## src/rtl/lsp_stage_sequencer_pkg.sv

```systemverilog
// ============================================================================
// lsp_stage_sequencer_pkg : shared state encoding and default widths
// Rev 1.0
// ============================================================================
`default_nettype none

package lsp_stage_sequencer_pkg;

  typedef enum logic [2:0] {
    ST_IDLE   = 3'd0,
    ST_LAUNCH = 3'd1,
    ST_WAIT   = 3'd2,
    ST_FINISH = 3'd3,
    ST_ABORT  = 3'd4
  } seq_state_e;

  localparam int DEF_NUM_STAGES = 4;
  localparam int DEF_IDX_W      = 2;
  localparam int DEF_ADDR_W     = 12;
  localparam int DEF_DATA_W     = 32;
  localparam int DEF_TIMEOUT    = 4095;
  localparam int WDOG_W         = 16;

endpackage

`default_nettype wire

```

## src/rtl/lsp_seq_watchdog.sv

```systemverilog
// ============================================================================
// lsp_seq_watchdog : clear/enable cycle counter with terminal-count flag
// Rev 1.0
// ============================================================================
`default_nettype none

module lsp_seq_watchdog
  import lsp_stage_sequencer_pkg::*;
#(
  parameter int TIMEOUT = DEF_TIMEOUT
) (
  input  logic clk,
  input  logic reset,
  input  logic clear,
  input  logic enable,
  output logic terminal
);

  localparam logic [WDOG_W-1:0] TERM_COUNT = WDOG_W'(TIMEOUT - 1);

  logic [WDOG_W-1:0] count_q;
  logic [WDOG_W-1:0] count_d;

  always_comb begin
    count_d = count_q;
    if (clear) begin
      count_d = '0;
    end else if (enable) begin
      count_d = count_q + WDOG_W'(1);
    end
  end

  always_ff @(posedge clk) begin
    if (reset) begin
      count_q <= '0;
    end else begin
      count_q <= count_d;
    end
  end

  assign terminal = (count_q == TERM_COUNT);

endmodule

`default_nettype wire

```

## src/rtl/lsp_stage_sequencer.sv

```systemverilog
// ============================================================================
// lsp_stage_sequencer : chains the Qua_Lsp search stages and arbitrates the
//                       shared scratch memory port between stages and test port
// Rev 1.0
// ============================================================================
`default_nettype none

module lsp_stage_sequencer
  import lsp_stage_sequencer_pkg::*;
#(
  parameter int NUM_STAGES = DEF_NUM_STAGES,
  parameter int IDX_W      = DEF_IDX_W,
  parameter int ADDR_W     = DEF_ADDR_W,
  parameter int DATA_W     = DEF_DATA_W,
  parameter int TIMEOUT    = DEF_TIMEOUT
) (
  input  logic                         clk,
  input  logic                         reset,
  input  logic                         start,
  input  logic                         test_sel,
  input  logic [ADDR_W-1:0]            testReadRequested,
  input  logic [ADDR_W-1:0]            testWriteRequested,
  input  logic [DATA_W-1:0]            testWriteOut,
  input  logic                         testWrite,
  input  logic [NUM_STAGES*ADDR_W-1:0] stage_readAddr,
  input  logic [NUM_STAGES*ADDR_W-1:0] stage_writeAddr,
  input  logic [NUM_STAGES*DATA_W-1:0] stage_writeOut,
  input  logic [NUM_STAGES-1:0]        stage_writeEn,
  input  logic [NUM_STAGES-1:0]        stage_done,
  output logic [NUM_STAGES-1:0]        stage_start,
  output logic [ADDR_W-1:0]            mem_readAddr,
  output logic [ADDR_W-1:0]            mem_writeAddr,
  output logic [DATA_W-1:0]            mem_writeOut,
  output logic                         mem_writeEn,
  output logic [IDX_W-1:0]             cur_stage,
  output logic                         busy,
  output logic                         done,
  output logic                         err
);

  localparam logic [IDX_W-1:0] LAST_STAGE = IDX_W'(NUM_STAGES - 1);

  seq_state_e              state_q, state_d;
  logic [IDX_W-1:0]        cur_stage_q, cur_stage_d;
  logic [NUM_STAGES-1:0]   stage_start_q, stage_start_d;
  logic                    busy_q, busy_d;
  logic                    done_q, done_d;
  logic                    err_q, err_d;

  logic                    wd_clear;
  logic                    wd_enable;
  logic                    wd_terminal;
  logic                    cur_done;

  logic [ADDR_W-1:0]       rd_addr_a [NUM_STAGES];
  logic [ADDR_W-1:0]       wr_addr_a [NUM_STAGES];
  logic [DATA_W-1:0]       wr_data_a [NUM_STAGES];

  for (genvar g = 0; g < NUM_STAGES; g++) begin : g_unpack
    assign rd_addr_a[g] = stage_readAddr[g*ADDR_W +: ADDR_W];
    assign wr_addr_a[g] = stage_writeAddr[g*ADDR_W +: ADDR_W];
    assign wr_data_a[g] = stage_writeOut[g*DATA_W +: DATA_W];
  end

  lsp_seq_watchdog #(
    .TIMEOUT (TIMEOUT)
  ) u_watchdog (
    .clk      (clk),
    .reset    (reset),
    .clear    (wd_clear),
    .enable   (wd_enable),
    .terminal (wd_terminal)
  );

  // Done from any stage other than the granted one is deliberately ignored.
  assign cur_done = stage_done[cur_stage_q];

  always_comb begin
    state_d     = state_q;
    cur_stage_d = cur_stage_q;
    busy_d      = busy_q;
    done_d      = 1'b0;
    err_d       = err_q;
    wd_clear    = 1'b0;
    wd_enable   = 1'b0;

    case (state_q)
      ST_IDLE: begin
        if (start) begin
          state_d     = ST_LAUNCH;
          cur_stage_d = '0;
          err_d       = 1'b0;
          busy_d      = 1'b1;
        end
      end
      ST_LAUNCH: begin
        wd_clear = 1'b1;
        state_d  = ST_WAIT;
      end
      ST_WAIT: begin
        wd_enable = 1'b1;
        if (cur_done) begin
          if (cur_stage_q == LAST_STAGE) begin
            state_d = ST_FINISH;
            done_d  = 1'b1;
          end else begin
            cur_stage_d = cur_stage_q + IDX_W'(1);
            state_d     = ST_LAUNCH;
          end
        end else if (wd_terminal) begin
          state_d = ST_ABORT;
          done_d  = 1'b1;
          err_d   = 1'b1;
        end
      end
      ST_FINISH, ST_ABORT: begin
        state_d = ST_IDLE;
        busy_d  = 1'b0;
      end
      default: begin
        state_d = ST_IDLE;
        busy_d  = 1'b0;
      end
    endcase

    // Start pulse is registered so it lands exactly in the LAUNCH cycle.
    stage_start_d = '0;
    for (int i = 0; i < NUM_STAGES; i++) begin
      stage_start_d[i] = (state_d == ST_LAUNCH) && (cur_stage_d == IDX_W'(i));
    end
  end

  always_ff @(posedge clk) begin
    if (reset) begin
      state_q       <= ST_IDLE;
      cur_stage_q   <= '0;
      stage_start_q <= '0;
      busy_q        <= 1'b0;
      done_q        <= 1'b0;
      err_q         <= 1'b0;
    end else begin
      state_q       <= state_d;
      cur_stage_q   <= cur_stage_d;
      stage_start_q <= stage_start_d;
      busy_q        <= busy_d;
      done_q        <= done_d;
      err_q         <= err_d;
    end
  end

  // While a run is in progress the test port is locked out regardless of test_sel.
  always_comb begin
    mem_readAddr  = '0;
    mem_writeAddr = '0;
    mem_writeOut  = '0;
    mem_writeEn   = 1'b0;
    if (busy_q) begin
      mem_readAddr  = rd_addr_a[cur_stage_q];
      mem_writeAddr = wr_addr_a[cur_stage_q];
      mem_writeOut  = wr_data_a[cur_stage_q];
      mem_writeEn   = stage_writeEn[cur_stage_q];
    end else if (test_sel) begin
      mem_readAddr  = testReadRequested;
      mem_writeAddr = testWriteRequested;
      mem_writeOut  = testWriteOut;
      mem_writeEn   = testWrite;
    end
  end

  assign stage_start = stage_start_q;
  assign cur_stage   = cur_stage_q;
  assign busy        = busy_q;
  assign done        = done_q;
  assign err         = err_q;

endmodule

`default_nettype wire

```

## config.mk

```make
export PLATFORM = sky130hd
export DESIGN_NAME = lsp_stage_sequencer
export DESIGN_NICKNAME = d
export VERILOG_FILES = /design/src/rtl/lsp_stage_sequencer_pkg.sv /design/src/rtl/lsp_seq_watchdog.sv /design/src/rtl/lsp_stage_sequencer.sv
export SDC_FILE = /design/constraint.sdc
export NUM_CORES = 1
export LEC_CHECK = 0
export CAP_MARGIN = 10
export CELL_PAD_IN_SITES_DETAIL_PLACEMENT = 1
export CELL_PAD_IN_SITES_GLOBAL_PLACEMENT = 1
export CORE_AREA = 2 2 139 141
export CTS_CLUSTER_DIAMETER = 50
export DETAILED_ROUTE_END_ITERATION = 16
export DIE_AREA = 0 0 141 143
export PLACE_DENSITY_LB_ADDON = 0.1
export RECOVER_POWER = 100
export SYNTH_ARGS = -nofsm -noshare
export SYNTH_HDL_FRONTEND = slang
export SYNTH_HIERARCHICAL = 1
export SYNTH_SLANG_ARGS = --single-unit
```

## constraint.sdc

```tcl
create_clock -name clk -period 5.3 [get_ports clk]
set_input_delay 1.59 -clock clk [delete_from_list [all_inputs] [get_ports clk]]
set_output_delay 1.59 -clock clk [all_outputs]
set_load 0.01 [all_outputs]
```

# == Word-level counts from Yosys, hierarchy flattened ==
# Index checks and enable logic that the tools add are counted.
# totals
regBits,28
input_bits,293
word_cells,78
# op_classes
addsub,2
order_cmp,2
n_eq_ne,11
muxes,41
bitwise,3
n_reduce_logical,12
# ops
op,n
$mux W32,4
$mux W12,8
$bmux W32 S2,1
$bmux W12 S2,2
$add A16 B1 Y16 const B,1
$eq A16 B12 Y1 const B,1
$mux W1,13
$mux W3,3
$pmux W3 S3,1
$mux W2,4
$eq A2 B2 Y1 const B,3
$eq A3 B1 Y1 const B,2
$reduce_or A2 Y1,3
$bmux W1 S2,2
$logic_and A1 B1 Y1,4
$ne A2 B2 Y1 const B,2
$pmux W1 S2,2
$pmux W2 S2,1
$reduce_and A4 Y1,1
$eq A3 B2 Y1 const B,1
$ge A3 B3 Y1 const B,1
$logic_not A3 Y1,1
$lt A2 B3 Y1 const B,1
$not A2 Y3,1
7 further kinds,8

# == Longest topological paths before layout ==
# Gate-level depths: netlist of run 1.
# logic_depth
word_depth,6
depth_mapped,7
ltp_nobuf,7

# == Hierarchy ==
# Netlist of run 1, hierarchy kept.
# by_module_without_submodules
module,instances,cells_per_inst,area_per_inst_um2
lsp_stage_sequencer,1,195,2504.9
lsp_seq_watchdog,1,86,740.7

# == Least setup slack after synthesis of run 1 ==
# OpenSTA, ideal clock, no wires.
# synth_timing
path_kind,input to output
startpoint,in test_sel
endpoint,out mem_readAddr[0]
arrival_time_ns,2.460
required_ns,3.710
slack_ns,1.250
cell_stages,4
n_path_buf,2
cell_sequence,nor2b_1 > buf_2 > clkbuf_1 > a22o_1
# synth_between
elab_chain_cells,2
# synth_rtl
item,line,rtl
start: declaration,lsp_stage_sequencer.sv:20,"input logic test_sel,"
$mux W12,lsp_stage_sequencer.sv:162,end else if (test_sel) begin
$mux W12,lsp_stage_sequencer.sv:157,if (busy_q) begin
end: declaration,lsp_stage_sequencer.sv:31,"output logic [ADDR_W-1:0] mem_readAddr,"
# Every way passes these cells.

# == Final worst setup path of run 1 ==
# layout_timing
startpoint,in test_sel
endpoint,out mem_writeAddr[5]
# layout_between
elab_chain_cells,2
# layout_rtl
item,line,rtl
$mux W12,lsp_stage_sequencer.sv:162,
$mux W12,lsp_stage_sequencer.sv:157,
end: declaration,lsp_stage_sequencer.sv:32,"output logic [ADDR_W-1:0] mem_writeAddr,"
# Every way passes these cells.

==> results of run 1 <==
## cell families after synthesis
kind of cell / Yosys count / synth area share [%]
compound gates: 83 / 21.05
simple gates: 61 / 10.87
mux: 59 / 40.56
buf+inv: 38 / 6.785
flops: 28 / 17.27
xor+xnor: 10 / 2.699
fa+ha+maj: 2 / 0.7709
## stage by stage
stage / worst slack [ps] / area, sq um / hold WS (ps) / util, %
2_1_floorplan: 1250 / 3246 / 458.3 / -
3_3_place_gp: 366.3 / 6998 / 446.0 / 37.66
3_5_place_dp: 351.9 / 6998 / 479.9 / 37.66
4_1_cts: 343.2 / 7087 / 504.2 / 38.14
5_1_grt: 211.5 / 7068 / 519.7 / 38.04
6_report: 304.3 / 7073 / 487.5 / 38.07
## state kept, by name (all words and copies together), names as in the netlist
register	cells
cur_stage	2
stage_start	4
err	1
u_watchdog/count_q	16
busy	1
state_q	3
done	1
## cells in the mapped netlist (2+ instances only)
| cell | instances | share of area (%) |
|---|---|---|
| ha_1 | 2 | 0.77 |
| a211oi_1 | 4 | 0.93 |
| mux4_2 | 58 | 40 |
| a31oi_1 | 3 | 0.58 |
| a21o_1 | 2 | 0.46 |
| nor4b_1 | 2 | 0.54 |
| clkbuf_1 | 13 | 1.5 |
| nand2_1 | 8 | 0.93 |
| o211ai_1 | 2 | 0.46 |
| xnor2_1 | 7 | 1.9 |
| xor2_1 | 3 | 0.81 |
| buf_1 | 2 | 0.23 |
| nand4_1 | 3 | 0.58 |
| dfxtp_1 | 28 | 17 |
| inv_1 | 8 | 0.93 |
| buf_2 | 7 | 1.1 |
| buf_6 | 7 | 2.4 |
| nand3_1 | 6 | 0.93 |
| nor3_1 | 4 | 0.62 |
| a21oi_1 | 5 | 0.77 |
| or3_1 | 3 | 0.58 |
| o21ai_0 | 4 | 0.62 |
| nor4_1 | 7 | 1.3 |
| a22o_1 | 57 | 15 |
| nor2_1 | 17 | 2.0 |
## worst max path at each step
| stage | from | to | slack, ps | depth (start not counted) |
|---|---|---|---|---|
| 2_1_floorplan | test_sel | mem_readAddr[0] | 1250 | 4 |
| 3_3_place_gp | test_sel | mem_writeOut[1] | 370 | 5 |
| 3_5_place_dp | test_sel | mem_writeOut[1] | 350 | 5 |
| 4_1_cts | test_sel | mem_writeOut[1] | 340 | 5 |
| 5_1_grt | test_sel | mem_writeOut[1] | 210 | 5 |
| 6_report | test_sel | mem_writeAddr[5] | 300 | 5 |
## cell type report
class	count	area [sq um]	area share [%]
Inverter	8	30.03	0.4246
Clock buffer	4	88.84	1.256
Multi-Input combinational cell	215	2457	34.74
Timing Repair Buffer	363	3633	51.37
Antenna cell	2	5.005	0.07076
Sequential cell	28	565.5	7.996
Tap cell	234	292.8	4.139
## per-layer routing
layer | GRT usage, % | vias to the layer above | wire length [um]
met1 | 30.21 | 2108 | 9675
met2 | 38.87 | 203 | 11290
met4 | 1.895 | 2 | 136
met3 | 6.472 | 12 | 2428
li1 | - | 1869 | -
met5 | 0 | - | 13
## power by group through the flow
stage / registers [W] / clock network, W / logic, W
5_1_grt: 0.000227 / 0.000203 / 0.000496
3_3_place_gp: 0.000230 / 0 / 0.000484
3_5_place_dp: 0.000231 / 0 / 0.000490
4_1_cts: 0.000226 / 0.000195 / 0.000492
6_report: 0.000226 / 0.000189 / 0.000469
2_1_floorplan: 0.000221 / 0 / 0.000147
==> impl_metrics.env, run 1 <==
export IMPL_status="complete, but fails checks"
export IMPL_violations="capacitance limit, slew limit"
export IMPL_dp_cells=848
export IMPL_vias=4194
export IMPL_swShare_pct=26.55
export IMPL_clkPwrFrac_pct=21.3
export IMPL_wl_mm=23.55
export IMPL_post_route_period_util_pct=94.26
export IMPL_slew_limit_headroom_pct=-16.08
export IMPL_final_cell_mix="clkdlybuf4s50_1, dlygate4sd3_1, mux4_2"
export IMPL_mostFrequentLayoutCell="clkdlybuf4s50_1"
export IMPL_clkLatencyLatePin_ps=260
export IMPL_r2r_end="u_watchdog/count_q[15]$_SDFFE_PP0P_"
export IMPL_post_cts_buffers=0
export IMPL_synthesis_area_sq_um=3246
export IMPL_root_buffer="clkbuf_16"
export IMPL_nFillCells=2040
export IMPL_drt_iter0_drc=226
export IMPL_required_ps=3710
export IMPL_endpoint_kind="output port"
export IMPL_worst_path_buf_inv=3
export IMPL_syn_avg_cell_area_sq_um=11.55
export IMPL_r2r_setup_slack_ps=2720
export IMPL_path_max_fanout=57
export IMPL_fin_cells=854
export IMPL_leakage_nw=2.480
export IMPL_finalHoldViolations=0
export IMPL_netlist_instances=281
export IMPL_holdPathEnd="err$_SDFFE_PP0P_"
export IMPL_max_vdd_ir_drop_v=0.0001020
export IMPL_fin_setup_tns_ps=0
export IMPL_via_per_inst=4.911
export IMPL_dr_pass1_iters=4
export IMPL_nNetsFinal=914
export IMPL_setup_violations=0
export IMPL_critPathLaunchType="input pin"
export IMPL_maxCapViolCount=1
export IMPL_grt_first_pass_wirelength_mm=33.67
export IMPL_ys_flop_type="dfxtp_1"
export IMPL_power_switching_w=0.0002346
export IMPL_overflow=0
export IMPL_io_buffer_count=358
export IMPL_h_tree_depth=1
export IMPL_r2r_start="state_q[1]$_SDFF_PP0_"
export IMPL_start_util_pct=17.47
export IMPL_die_area_sq_um=20160
export IMPL_cts_max_path_buffers=2
export IMPL_hold_path_class="reg -> reg"
export IMPL_reg2reg_depth=5
export IMPL_rows=50
export IMPL_hold_depth=1
export IMPL_ant_nets=0
export IMPL_grt_pass1_vias=4567
export IMPL_synthToLayoutAreaGrowth_pct=117.9
export IMPL_worst_path_largest_cell_delay_ps=660
export IMPL_ys_types=44
export IMPL_drive_gt1_share_pct=12.30
export IMPL_synthArstFlopShare_pct=0
export IMPL_drc_errors=0
export IMPL_gp_congestion=0.9000
export IMPL_crit_type="in -> out"
export IMPL_crit_slowest_cell="dlygate4sd3_1"
export IMPL_intPower_w=0.0006492
export IMPL_fmax_ghz=0.2002
export IMPL_synth_edff_count=0
export IMPL_grt_max_degree=69
export IMPL_tritoncts="done"
export IMPL_tightest_slew_ps=1741
export IMPL_power_per_cell_area_nw_per_um2=124.9
export IMPL_numCtsBuffers=3
export IMPL_core_area_sq_um=18580
export IMPL_die_w_um=141
export IMPL_track_usage_pct=22.87
export IMPL_io_pins=359
export IMPL_total_power_w=0.0008837
export IMPL_yosys_register_bits=28
export IMPL_postCtsResizedCells=0
export IMPL_fin_worst_skew_ps=6.745
export IMPL_slew_violations=69
export IMPL_die_y_um=143
export IMPL_min_from="err$_SDFFE_PP0P_"
export IMPL_critPathTopFamily="buffers and inverters"
export IMPL_yosys_warnings=6
export IMPL_crit_path_cell_trace="clkdlybuf4s50_1, nor2b_4, buf_12, a22o_1, dlygate4sd3_1"
export IMPL_clkSlewWorstSetupHoldPaths_ps=70
export IMPL_dp_hpwl_mm=20.18
export IMPL_seq_area_frac_synth_pct=17.27
export IMPL_syn_nets=576
export IMPL_power_frac_comb_pct=53.1
export IMPL_antenna_found_initial=3
export IMPL_worst_endpoint_arrival_ps=3410
export IMPL_clkSinkCount=28
export IMPL_post_route_min_period_ps=4996
export IMPL_seqPwrFrac_pct=25.5
export IMPL_wl_per_cell_um=27.57
export IMPL_cts_hold_buf=0
export IMPL_rsz0062_at_grt="no"
No activity file was read; power rests on OpenSTA's default activity.
==> run 2: changes to the inputs <==
Settings changed: PLACE_DENSITY from default to 0.81, PLACE_DENSITY_LB_ADDON 0.1 to default.
==> impl_metrics.env, run 2 (same netlist as run 1, synthesis figures left out) <==
export IMPL_leakage_nw=2.494
export IMPL_h_tree_depth=1
export IMPL_largest_register="u_watchdog/count_q"
export IMPL_tritoncts="done"
export IMPL_r2r_end="u_watchdog/count_q[15]$_SDFFE_PP0P_"
export IMPL_largest_reg_flops=16
export IMPL_slew_limit_headroom_pct=-16.03
export IMPL_power_per_cell_area_nw_per_um2=128.6
export IMPL_start_util_pct=17.47
export IMPL_swShare_pct=25.20
export IMPL_slew_violations=30
export IMPL_ant_nets=0
export IMPL_setup_violations=0
export IMPL_wl_per_cell_um=24.75
export IMPL_clkSinkCount=28
export IMPL_grt_max_degree=58
export IMPL_hold_path_class="reg -> reg"
export IMPL_die_w_um=141
export IMPL_overflow=0
export IMPL_grt_pass1_vias=4538
export IMPL_post_cts_buffers=0
export IMPL_clkSlewWorstSetupHoldPaths_ps=70
export IMPL_wl_mm=21.28
export IMPL_gp_congestion=0.9920
export IMPL_power_switching_w=0.0002304
export IMPL_root_buffer="clkbuf_16"
export IMPL_io_buffer_count=358
export IMPL_postCtsResizedCells=0
export IMPL_final_cell_mix="clkdlybuf4s50_1, dlygate4sd3_1, mux4_2"
export IMPL_cp_startpoint="test_sel"
export IMPL_grt_first_pass_wirelength_mm=29.67
export IMPL_intPower_w=0.0006841
export IMPL_fin_setup_tns_ps=0
export IMPL_violations="capacitance limit, slew limit"
export IMPL_post_route_period_util_pct=96.28
export IMPL_fin_worst_skew_ps=1.333
export IMPL_track_usage_pct=19.71
export IMPL_nNetsFinal=916
export IMPL_seqPwrFrac_pct=24.6
export IMPL_finalHoldViolations=0
export IMPL_antenna_found_initial=5
export IMPL_crit_type="in -> out"
export IMPL_synthToLayoutAreaGrowth_pct=119.1
export IMPL_numCtsBuffers=3
export IMPL_reg2reg_depth=5
export IMPL_maxCapViolCount=1
export IMPL_fmax_ghz=0.1960
export IMPL_cp_endpoint="mem_writeOut[31]"
export IMPL_hold_ws_ps=451.0
export IMPL_clkLatencyLatePin_ps=260
export IMPL_drc_errors=0
export IMPL_nFillCells=2029
export IMPL_tightest_slew_ps=1740
export IMPL_cts_hold_buf=0
export IMPL_dp_hpwl_mm=18.01
export IMPL_clkPwrFrac_pct=24.3
export IMPL_layout_setup_ws_ps=197.4
export IMPL_die_y_um=143
export IMPL_io_pins=359
export IMPL_vias=4204
export IMPL_rows=50
export IMPL_status="complete, but fails checks"
export IMPL_post_route_min_period_ps=5103
export IMPL_core_area_sq_um=18580
export IMPL_dr_pass1_iters=4
export IMPL_utilization_pct=38.27
export IMPL_r2r_start="state_q[1]$_SDFF_PP0_"
export IMPL_drive_gt1_share_pct=12.42
export IMPL_power_frac_comb_pct=51.1
export IMPL_required_ps=3710
export IMPL_critPathLaunchType="input pin"
export IMPL_cts_max_path_buffers=2
export IMPL_r2r_setup_slack_ps=2760
export IMPL_die_area_sq_um=20160
export IMPL_drt_iter0_drc=128
export IMPL_path_max_fanout=57
export IMPL_endpoint_kind="output port"
export IMPL_worst_endpoint_arrival_ps=3510
export IMPL_rsz0062_at_grt="no"
export IMPL_max_vdd_ir_drop_v=0.0001099
export IMPL_via_per_inst=4.888
export IMPL_post_place_ws_ps=261.4
export IMPL_mostFrequentLayoutCell="clkdlybuf4s50_1"
## run 2: metrics by stage
step / cell area, sq um / total power [W] / instances
after floorplan: 3246 / 0.0003683 / 281
after global placement: 7010 / 0.0007061 / 850
after detailed placement: 7010 / 0.0007161 / 850
after CTS: 7116 / 0.0009434 / 854
after global routing: 7108 / 0.0009527 / 859
final: 7111 / 0.0009145 / 860
## run 2: power by group through the flow
stage	logic [W]	registers, W	clock network (W)
after floorplan	0.000147	0.000221	0
after global placement	0.000476	0.000230	0
after detailed placement	0.000485	0.000231	0
after CTS	0.000488	0.000226	0.000229
after global routing	0.000491	0.000226	0.000235
final	0.000467	0.000225	0.000222
## run 2: cell type report
cell class                 instances  area, sq um  share of cell area [%]
antenna                            6        15.01                  0.2112
inverter                           8        30.03                  0.4223
timing repair buffer             365         3645                   51.26
sequential                        28        565.5                   7.954
clock inverter                     1        30.03                  0.4223
tap                              234        292.8                   4.118
multi-input combinational        215         2457                   34.56
clock buffer                       3        75.07                   1.056
## run 2: worst max-delay path, stage by stage
cell and delay [ps]:
clkdlybuf4s50_1 460, nor2b_4 150, buf_12 280, a22o_1 200
dlygate4sd3_1 790
## run 2: worst min-delay path by stage
stage | cells past startpoint | end | slack [ps] | startpoint
6_report | 1 | err$_SDFFE_PP0P_ | 450 | err$_SDFFE_PP0P_
5_1_grt | 1 | err$_SDFFE_PP0P_ | 490 | err$_SDFFE_PP0P_
4_1_cts | 1 | err$_SDFFE_PP0P_ | 460 | err$_SDFFE_PP0P_
3_5_place_dp | 1 | err$_SDFFE_PP0P_ | 450 | err$_SDFFE_PP0P_
3_3_place_gp | 1 | err$_SDFFE_PP0P_ | 450 | err$_SDFFE_PP0P_
2_1_floorplan | 2 | u_watchdog/count_q[15]$_SDFFE_PP0P_ | 460 | u_watchdog/count_q[15]$_SDFFE_PP0P_
## run 2: layer usage
metal  global-route usage, %  vias to the layer above  share of wire [%]
met2                   37.28                      187                 55
met5                       0                        -                  0
met4                   5.842                        0                2.2
met1                   22.41                     2113                 37
li1                        -                     1878                  -
met3                   3.856                       26                6.2
==> run 3: changes to the inputs <==
Settings changed: ABC_AREA from default to 0.
==> results of run 3 <==
The final DEF is identical to that of run 2; final timing and power are the same.
